File: src/rtl/fxyz_equiv_ctrl.sv
// Sweeps x/y/z through all 8 rows of a two-output evaluator and reports whether s1 and s2 agree.
// Optional build macro EQUIV_STOP_ON_FAIL_EN: end the sweep at the first mismatching row.
module fxyz_equiv_ctrl #(
  parameter int unsigned SETTLE = 1
) (
  input  logic       clk,
  input  logic       rst,
  input  logic       start,
  input  logic       s1,
  input  logic       s2,
  output logic       x,
  output logic       y,
  output logic       z,
  output logic       busy,
  output logic       done,
  output logic       equal,
  output logic [3:0] mismatch_count,
  output logic [2:0] first_fail
);

  localparam int unsigned CNT_W = 4;
  localparam int unsigned ROW_W = 3;
  localparam int unsigned MC_W  = 4;
  localparam logic [ROW_W-1:0] ROW_LAST = ROW_W'(7);

  typedef enum logic [1:0] {
    ST_IDLE,
    ST_SETTLE,
    ST_SAMPLE,
    ST_DONE
  } state_t;

  state_t           state_q, state_d;
  logic [ROW_W-1:0] row_q, row_d;
  logic [CNT_W-1:0] cnt_q, cnt_d;
  logic [ROW_W-1:0] xyz_q, xyz_d;
  logic             busy_q, busy_d;
  logic             done_q, done_d;
  logic             equal_q, equal_d;
  logic [MC_W-1:0]  mcount_q, mcount_d;
  logic [ROW_W-1:0] ffail_q, ffail_d;
  logic             row_fail;

  // 4-state compare so an X or Z from the evaluator is a mismatch
  assign row_fail = (s1 !== s2);

  // State and registered outputs
  always_ff @(posedge clk) begin
    if (rst) begin
      state_q  <= ST_IDLE;
      row_q    <= '0;
      cnt_q    <= '0;
      xyz_q    <= '0;
      busy_q   <= 1'b0;
      done_q   <= 1'b0;
      equal_q  <= 1'b0;
      mcount_q <= '0;
      ffail_q  <= '0;
    end else begin
      state_q  <= state_d;
      row_q    <= row_d;
      cnt_q    <= cnt_d;
      xyz_q    <= xyz_d;
      busy_q   <= busy_d;
      done_q   <= done_d;
      equal_q  <= equal_d;
      mcount_q <= mcount_d;
      ffail_q  <= ffail_d;
    end
  end

  // Next state; outputs are derived from the next state so they register alongside it
  always_comb begin
    state_d  = state_q;
    row_d    = row_q;
    cnt_d    = cnt_q;
    mcount_d = mcount_q;
    ffail_d  = ffail_q;
    equal_d  = equal_q;
    busy_d   = 1'b0;
    done_d   = 1'b0;
    xyz_d    = '0;

    unique case (state_q)
      ST_IDLE: begin
        if (start) begin
          mcount_d = '0;
          ffail_d  = '0;
          equal_d  = 1'b0;
          row_d    = '0;
          // Row 0 gets one extra cycle: x/y/z only leave the idle value at this edge
          cnt_d    = CNT_W'(SETTLE);
          state_d  = ST_SETTLE;
        end
      end
      ST_SETTLE: begin
        if (cnt_q == '0) begin
          state_d = ST_SAMPLE;
        end else begin
          cnt_d = cnt_q - CNT_W'(1);
        end
      end
      ST_SAMPLE: begin
        if (row_fail) begin
          mcount_d = mcount_q + MC_W'(1);
          if (mcount_q == '0) begin
            ffail_d = row_q;
          end
        end
`ifdef EQUIV_STOP_ON_FAIL_EN
        if (row_fail || (row_q == ROW_LAST)) begin
`else
        if (row_q == ROW_LAST) begin
`endif
          state_d = ST_DONE;
        end else begin
          row_d   = row_q + ROW_W'(1);
          cnt_d   = CNT_W'(SETTLE - 1);
          state_d = ST_SETTLE;
        end
      end
      ST_DONE: begin
        state_d = ST_IDLE;
      end
      default: begin
        state_d = ST_IDLE;
      end
    endcase

    busy_d = (state_d == ST_SETTLE) || (state_d == ST_SAMPLE);
    done_d = (state_d == ST_DONE);
    xyz_d  = busy_d ? row_d : '0;
    if (state_d == ST_DONE) begin
      equal_d = (mcount_d == '0);
    end
  end

  assign {x, y, z}      = xyz_q;
  assign busy           = busy_q;
  assign done           = done_q;
  assign equal          = equal_q;
  assign mismatch_count = mcount_q;
  assign first_fail     = ffail_q;

endmodule
File: config.mk
export PLATFORM = sky130hd
export DESIGN_NAME = fxyz_equiv_ctrl
export DESIGN_NICKNAME = d
export VERILOG_FILES = /design/src/rtl/fxyz_equiv_ctrl.sv
export SDC_FILE = /design/constraint.sdc
export NUM_CORES = 1
export LEC_CHECK = 0
export CAP_MARGIN = 20
export CELL_PAD_IN_SITES_DETAIL_PLACEMENT = 0
export CELL_PAD_IN_SITES_GLOBAL_PLACEMENT = 1
export CORE_MARGIN = 10
export CORE_UTILIZATION = 39
export CTS_CLUSTER_SIZE = 16
export DETAILED_ROUTE_END_ITERATION = 6
export PLACE_DENSITY = 0.82
export REMOVE_ABC_BUFFERS = 1
export SLEW_MARGIN = 20
export SYNTH_ARGS = -nofsm -noshare
export SYNTH_HDL_FRONTEND = slang
export SYNTH_SLANG_ARGS = --single-unit
File: constraint.sdc
create_clock -name clk -period 2.2 [get_ports clk]
set_input_delay 0.33 -clock clk [delete_from_list [all_inputs] [get_ports clk]]
set_output_delay 0.33 -clock clk [all_outputs]
set_load 0.01 [all_outputs]
# --- Word-level counts from Yosys, hierarchy flattened ---
# Cells that the tools add are included.
totals:
  output_inout_bits: 13
  ramBits: 0
  register_bits: 22
  memories: 0
  latch_bits: 0
  mem_bits_ro: 0
  in_bits: 5
op_classes:
  bitwise_logic: 1
  eq_ne: 13
  addsub: 3
  div: 0
  mux: 21
  multipliers: 0
  reduce_logical: 13
  n_lt_le_gt_ge: 0
  shift: 0
op_table:
  columns: ["operator", "n"]
  rows:
  - ["$mux 4", 5]
  - ["$mux 3", 5]
  - ["$logic_not 4->1", 3]
  - ["$pmux 3 s2", 2]
  - ["$pmux 4 s3", 1]
  - ["$ne 2x2->1 const B", 5]
  - ["$eq 2x2->1 const B", 4]
  - ["$pmux 2 s4", 1]
  - ["$pmux 4 s2", 1]
  - ["$reduce_and 4->1", 2]
  - ["$mux 2", 3]
  - ["$reduce_bool 2->1", 3]
  - ["$add 4x1->4 const B", 1]
  - ["$eq 2x1->1 const B", 2]
  - ["$sub 4x1->4 const B", 1]
  - ["$add 3x1->3 const B", 1]
  - ["$eq 3x3->1 const B", 1]
  - ["$mux 1", 3]
  - ["$reduce_bool 3->1", 1]
  - ["$logic_not 2->1", 1]
  - ["$reduce_and 2->1", 1]
  - ["$reduce_or 2->1", 1]
  - ["$logic_or 1x1->1", 1]
  - ["$nex 1x1->1", 1]
  - ["$not 1->1", 1]

# --- Depth between registers and ports, before layout ---
# Gate-level depths: netlist (run 1).
depth:
  ltp_word: 7
  ltp_mapped: 11

# --- Worst setup path before layout (run 1) ---
# OpenSTA, ideal clock, no wires.
synth_path:
  path_type: "register to register"
  start: "register state_q[0]"
  end: "register equal_q (netlist: equal)"
  arrival_time_ns: 1.767
  period_less_slack_ns: 1.886
  setup_slack_ns: 0.314
  n_path_buf: 2
  path_stages_with_launch: 11
  setup_ns: 0.119
  path_cell_list: "dfxtp_1 -> inv_1 -> ha_1 -> buf_6 -> clkbuf_1 -> o31ai_1 -> nand2_1 -> ha_1 -> nor2b_1 -> o21ai_0 -> o31ai_1"
synth_via:
  elab_chain_cells: 5
synth_lines:
  columns: ["element", "line_no", "source"]
  rows:
  - ["start: declaration", "33", "state_t state_q, state_d;"]
  - ["start signal: assignment", "60", "state_q <= state_d;"]
  - ["$eq 2x2->1, or another cell as far along", "84", "unique case (state_q)"]
  - ["$pmux 2 s4 *", "84", null]
  - ["via state_d[0]", "33", null]
  - ["$eq 2x2->1 *", null, null]
  - ["via done_d", "38", "logic done_q, done_d;"]
  - ["$reduce_bool 2->1 (no source line)", null, null]
  - ["$reduce_and 2->1 (no source line)", null, null]
  - ["end signal: assignment", "66", "equal_q <= equal_d;"]
  - ["end: declaration", "39", "logic equal_q, equal_d;"]
# Mark *: on every way through the listed nets, which the timed path passes. The rest lies on a longest branch.
# A chain may end at the register's enable or synchronous reset.

# --- Worst setup path in the final report (run 1) ---
layout_path:
  start: "register state_q[0]"
  end: "register cnt_q[1]"
layout_via:
  elab_chain_cells: 3
layout_lines:
  columns: ["element", "line_no", "source"]
  rows:
  - ["$eq 2x2->1, or another cell as far along", "84", null]
  - ["$ne 2x2->1 (no source line) / $reduce_bool 3->1 (equally long branches)", null, null]
  - ["$reduce_and 4->1 (no source line)", null, null]
  - ["end signal: assignment", "62", "cnt_q <= cnt_d;"]
  - ["end: declaration", "35", "logic [CNT_W-1:0] cnt_q, cnt_d;"]
# Parallel ways exist; a longest one is shown, timed or not.

==> reports/qor.txt, run 1 <==
Crit. End Element: flop
CP required: 2.44 ns
Yosys cell types: 41
Combinational power share: 31.2%
Hold buffer count at CTS: 0
CTS sink cnt: 22
Cts repair resizes: 0
Final setup TNS: 0 ns
Critical Path AT: 2.24 ns
Initial antenna violation count: 0
MaxCap Viol Count: 0
Register area share after synthesis: 37.5%
Period minus WS final: 2.00 ns
Port Buffer Count: 17
Yosys top cell area share: 37.5%
Dominant cell by count in the synthesized netlist: dfxtp_1
Detailed Route WL: 2.69 mm
CTS tree: built
Post-route cell area: 1440 um^2
CORE AREA: 2810 um^2
DRT iter0 DRCs: 81
Hold Slack: 0.492 ns
Vias: 1010
Synthesized instance count: 135
Cell Rows: 19
Fraction of layout cells with a size suffix above 1: 11.5%
RR Startpoint: state_q[0]
Switching pwr: 0.000311 W
Max Fclk: 0.501 GHz
Worst setup SP type: flop
Final setup fails: 0
Via-to-Cell Ratio: 5.40
Finished Layout Cells: 187
Largest net degree at the start of global routing: 14
First-pass GRT wire length: 4.55 mm
Clock skew: 0.00293 ns
Fill cells: 276
Clock Power Share: 23.1%
CTS H-tree depth: 1
Dpl hpwl: 2.02 mm
Finished Core Util: 51.3%
Flop pwr share: 45.6%
Int Pwr: 0.000667 W
Final Cycle Share: 90.8%
Worst slew margin: 63.4%
WS Path Type: flop to flop
Final hold violation count: 0
Ys Warns: 0
Bufs on Longest Clock Path: 2
Die area: 5600 um^2
EDFF count, synth: 0
WL met1: 1.27 mm
Met3 WL post-DR: 151 um
Ys async rst share: 0%
Top_reg_cell synth: dfxtp_1
Synth area leader: dfxtp_1
Least-Margin Pin Slew: 0.546 ns
Register-to-register setup slack: 0.20 ns
RePlAce Congestion: 0.813
Initial Util: 41.8%
Maximum vdd drop: 0.334 mV
Critical path peak fanout: 7
Chip height: 74.9 um
Clock Root Buffer: clkbuf_4
Clk Latency, worst-skew pair: 0.31 ns
PwrDens: 679 nW/um^2
Top cells by instance count after synthesis: dfxtp_1, nand2_1, nor2_1
Synth top area cells: dfxtp_1, ha_1, nand2_1
End point of the critical path: cnt_q[1]
Hold WC Path Type: flop to flop
Clock-pin slew on the worst setup and hold paths: 0.12 ns
Final slew viol count: 0
CP Launch Point: state_q[0]
CTS Buf Count: 3
Post-route DRC: 0
Top Layer Used: met4
Syn_area_per_cell: 8.69 um^2
WL/cell: 14.4 um
FF-to-FF path depth: 6
Drt first pass iters: 4
Outcome: completed
DIE WIDTH: 74.9 um
# diodes: 0
Synth Register Bits: 22
Area after DPL: 1390 um^2
Synth-to-layout area growth: 22.7%
Vias in the first global route: 997
RSZ-0062 raised after global routing: no
Mapped Area: 1170 um^2
Detail Route Antenna Nets: 0
Leak pwr: 0.550 nW
Fin nets: 172
Gr usage total: 10.3%
Critical R2R Capture: cnt_q[1]
WL met2: 1.25 mm
Setup Fix Bufs, Post-CTS: 0
GRT overflow: 0
Placed cells: 183
I/O pin cnt: 18
Switching Share: 31.8%
power by group through the flow:
| stage | clock network, W | registers (W) | logic (W) |
|---|---|---|---|
| floorplan | 0 | 0.000456 | 0.000184 |
| global route | 0.000249 | 0.000450 | 0.000345 |
| global placement | 0 | 0.000454 | 0.000292 |
| CTS | 0.000238 | 0.000446 | 0.000299 |
| finish | 0.000226 | 0.000446 | 0.000306 |
| detailed placement | 0 | 0.000455 | 0.000296 |
cells in the final DEF, fill, tap and decap left out, drive strengths merged, types with 4 or more instances in the layout:
cell	synthesis	final
a21oi	10	10
clkbuf	4	4
nor2	12	12
buf	1	5
inv	6	6
dfxtp	22	22
nand3	5	5
nor2b	4	4
o21ai	7	7
clkdlybuf4s50	0	17
a22oi	4	4
nand2	13	13
ha	10	10
critical path: stages, from the launching register on:
cell and delay (ns):
dfxtp_1 0.41, inv_1 0.08, ha_1 0.30, nor2b_1 0.20
a2111o_1 0.42, or3_1 0.38, a21oi_2 0.14
stage by stage:
| stage | total power [W] | worst slack [ns] |
|---|---|---|
| after global routing | 0.00105 | 0.0120 |
| after CTS | 0.000982 | 0.0678 |
| after detailed placement | 0.000751 | 0.0957 |
| after floorplan | 0.000640 | 0.210 |
| after global placement | 0.000746 | 0.159 |
| final | 0.000978 | 0.202 |
routing by layer:
metal / up-vias / global-route usage (%)
li1: 521 / -
met1: 477 / 12.3
met2: 10 / 16.1
met3: 2 / 3.81
met4: 0 / 4.62
met5: - / 0
area by class of cell:
cell class | count | area, um^2 | share of cell area [%]
Inverter | 6 | 22.5 | 1.56
Clock buffer | 4 | 36.3 | 2.52
Multi-Input combinational cell | 102 | 694 | 48.2
Timing Repair Buffer | 22 | 208 | 14.4
Sequential cell | 22 | 440 | 30.6
Tap cell | 31 | 38.8 | 2.69
state kept, by name (all words and copies together) (netlist names):
signal / flops
cnt_q: 4
mismatch_count: 4
first_fail: 3
row_q: 3
xyz_q: 3
state_q: 2
busy: 1
done: 1
equal: 1
cells by family after synthesis:
| group | count (synthesis) | synth area share (%) |
|---|---|---|
| buffers and inverters | 11 | 4.26 |
| AND/OR/NAND/NOR | 52 | 23.1 |
| XOR/XNOR | 2 | 1.49 |
| flip-flops | 22 | 37.5 |
| multiplexers | 3 | 2.77 |
| adder cells (fa/ha/maj) | 10 | 10.7 |
| AO/OA/AOI/OAI | 35 | 20.2 |
worst min-delay path by stage:
| stage | startpoint | endpoint | slack (ns) | cells past startpoint |
|---|---|---|---|---|
| 6_report | equal | equal | 0.49 | 2 |
| 5_1_grt | cnt_q[1] | cnt_q[1] | 0.53 | 2 |
| 4_1_cts | equal | equal | 0.49 | 2 |
| 3_5_place_dp | equal | equal | 0.47 | 2 |
| 3_3_place_gp | cnt_q[1] | cnt_q[1] | 0.47 | 2 |
| 2_1_floorplan | rst | cnt_q[1] | 0.39 | 1 |
(Power assumes the default switching activity.)
==> run 2, diff against run 1 <==
--- a/config.mk
+++ b/config.mk
@@ -12,7 +12,7 @@
 export CORE_UTILIZATION = 39
 export CTS_CLUSTER_SIZE = 16
 export DETAILED_ROUTE_END_ITERATION = 6
-export PLACE_DENSITY = 0.82
+export PLACE_DENSITY_LB_ADDON = 0.1
 export REMOVE_ABC_BUFFERS = 1
 export SLEW_MARGIN = 20
 export SYNTH_ARGS = -nofsm -noshare
==> run 2 against run 1 <==
Die area stayed put. Critical path depth did not move. Largest cell class unchanged. Power grew 11%. Critical path type unchanged. Highest routed layer unchanged. Final cell count rose by 2.1%. Clock power increased by 42%. Sequential power about the same. Clock skew decreased by 0.00062 ns.
==> reports/qor.txt, run 2 (synthesized netlist as in run 1, its figures left out) <==
Outcome: completed
CTS sink cnt: 22
Cell Rows: 19
MaxCap Viol Count: 0
Vias: 1049
Worst slew margin: 60.0%
Drt first pass iters: 4
Max Fclk: 0.499 GHz
Critical-path cell list: inv_1 > ha_1 > nor2b_1 > a2111o_1 > or3_1 > a21oi_2
Crit. End Element: flop
Maximum vdd drop: 0.429 mV
Worst setup SP type: flop
Final hold violation count: 0
Final setup TNS: 0 ns
Critical path buffers and inverters: 1
Clock skew: 0.00230 ns
Hold WC Path Type: flop to flop
Commonest cells after routing, fill and taps aside: dfxtp_1, clkdlybuf4s50_1, nand2_1
Synth-to-layout area growth: 26.9%
Cell family with most CP delay: simple AND/OR/NAND/NOR gates
WL/cell: 14.8 um
CP required: 2.47 ns
DIE WIDTH: 74.9 um
Clock-pin slew on the worst setup and hold paths: 0.14 ns
PwrDens: 732 nW/um^2
CORE AREA: 2810 um^2
Die area: 5600 um^2
Bufs on Longest Clock Path: 2
I/O pin cnt: 18
Critical path peak fanout: 7
Post-route DRC: 0
Via-to-Cell Ratio: 5.49
Final Cycle Share: 91.1%
First-pass GRT wire length: 4.82 mm
Fin nets: 176
DRT iter0 DRCs: 70
Initial Util: 41.8%
Leak pwr: 0.574 nW
Final slew viol count: 0
Critical Path AT: 2.27 ns
Least-Margin Pin Slew: 0.596 ns
Slowest-stage cell, CP: dfxtp_1
RSZ-0062 raised after global routing: no
Clk Latency, worst-skew pair: 0.31 ns
Commonest non-fill, non-tap cell in the layout: dfxtp_1
Detail Route Antenna Nets: 0
Chip height: 74.9 um
RePlAce Congestion: 0.857
CTS tree: built
Port Buffer Count: 17
WS Path Type: flop to flop
Fraction of layout cells with a size suffix above 1: 14.4%
Largest net degree at the start of global routing: 15
Period minus WS final: 2.00 ns
CTS Buf Count: 3
CTS H-tree depth: 1
Detailed Route WL: 2.83 mm
# diodes: 0
Vias in the first global route: 1006
Clock Root Buffer: clkbuf_4
Gr usage total: 10.9%
Finished Core Util: 53.1%
Initial antenna violation count: 0
Final setup fails: 0
CP peak stage delay: 0.42 ns
GRT overflow: 0
Dpl hpwl: 2.17 mm
Register-to-register setup slack: 0.20 ns
[run 2: changes by cell type in the layout (fill, tap and decap cells not counted), sizes merged]
cell / before / now
buf: 5 / 9
bufinv: 0 / 1
clkbuf: 4 / 3
[run 2: path summary, 6_finish.rpt]
path | start | end | depth (start not counted)
max | state_q[0] | cnt_q[1] | 6
min | equal | equal | 2
max reg2reg | state_q[0] | cnt_q[1] | 6
min reg2reg | equal | equal | 2
[run 2: per-layer routing]
metal | GRT usage (%) | up-vias | part of all wire, % | routed length [um]
li1 | - | 533 | - | -
met1 | 13.5 | 499 | 45 | 1280
met2 | 17.2 | 15 | 50 | 1420
met3 | 3.42 | 2 | 4.2 | 119
met4 | 3.99 | 0 | 0.46 | 13
met5 | 0 | - | 0 | 0
[run 2: through the flow]
step / hold slack, ns / setup WS [ns] / power (W) / instance area [um^2] / instances
2_1_floorplan: 0.392 / 0.210 / 0.000640 / 1150 / 130
3_3_place_gp: 0.458 / 0.118 / 0.000762 / 1420 / 187
3_5_place_dp: 0.466 / 0.0642 / 0.000771 / 1420 / 187
4_1_cts: 0.486 / 0.0701 / 0.00110 / 1480 / 191
5_1_grt: 0.504 / 0.00521 / 0.00116 / 1490 / 191
6_report: 0.479 / 0.196 / 0.00109 / 1490 / 191
[run 2: area by class of cell]
| type | count | area, um^2 |
|---|---|---|
| Fill cell | 275 | 1320 |
| Sequential cell | 22 | 440 |
| Tap cell | 31 | 38.8 |
| Multi-Input combinational cell | 102 | 697 |
| Clock buffer | 3 | 22.5 |
| Clock inverter | 1 | 30.0 |
| Timing Repair Buffer | 26 | 238 |
| Inverter | 6 | 22.5 |
[run 2: power by group]
group	switching [W]	internal, W
logic	0.000173	0.000151
clock network	0.000137	0.000184
registers	0.0000189	0.000426
[run 2: timing repair]
| item | CTS | global route |
|---|---|---|
| resized for setup | 0 | 4 |
| setup endpoints to repair | 0 | 5 |
| buffers inserted | 0 | 0 |
| hold buffers | 0 | 0 |
[run 2: worst register-to-register path, delay by kind of cell (launching register included)]
family,cells,cell delay (ns)
fa+ha+maj,1,0.30
flops,1,0.42
buf+inv,1,0.09
compound gates,2,0.55
simple gates,2,0.59
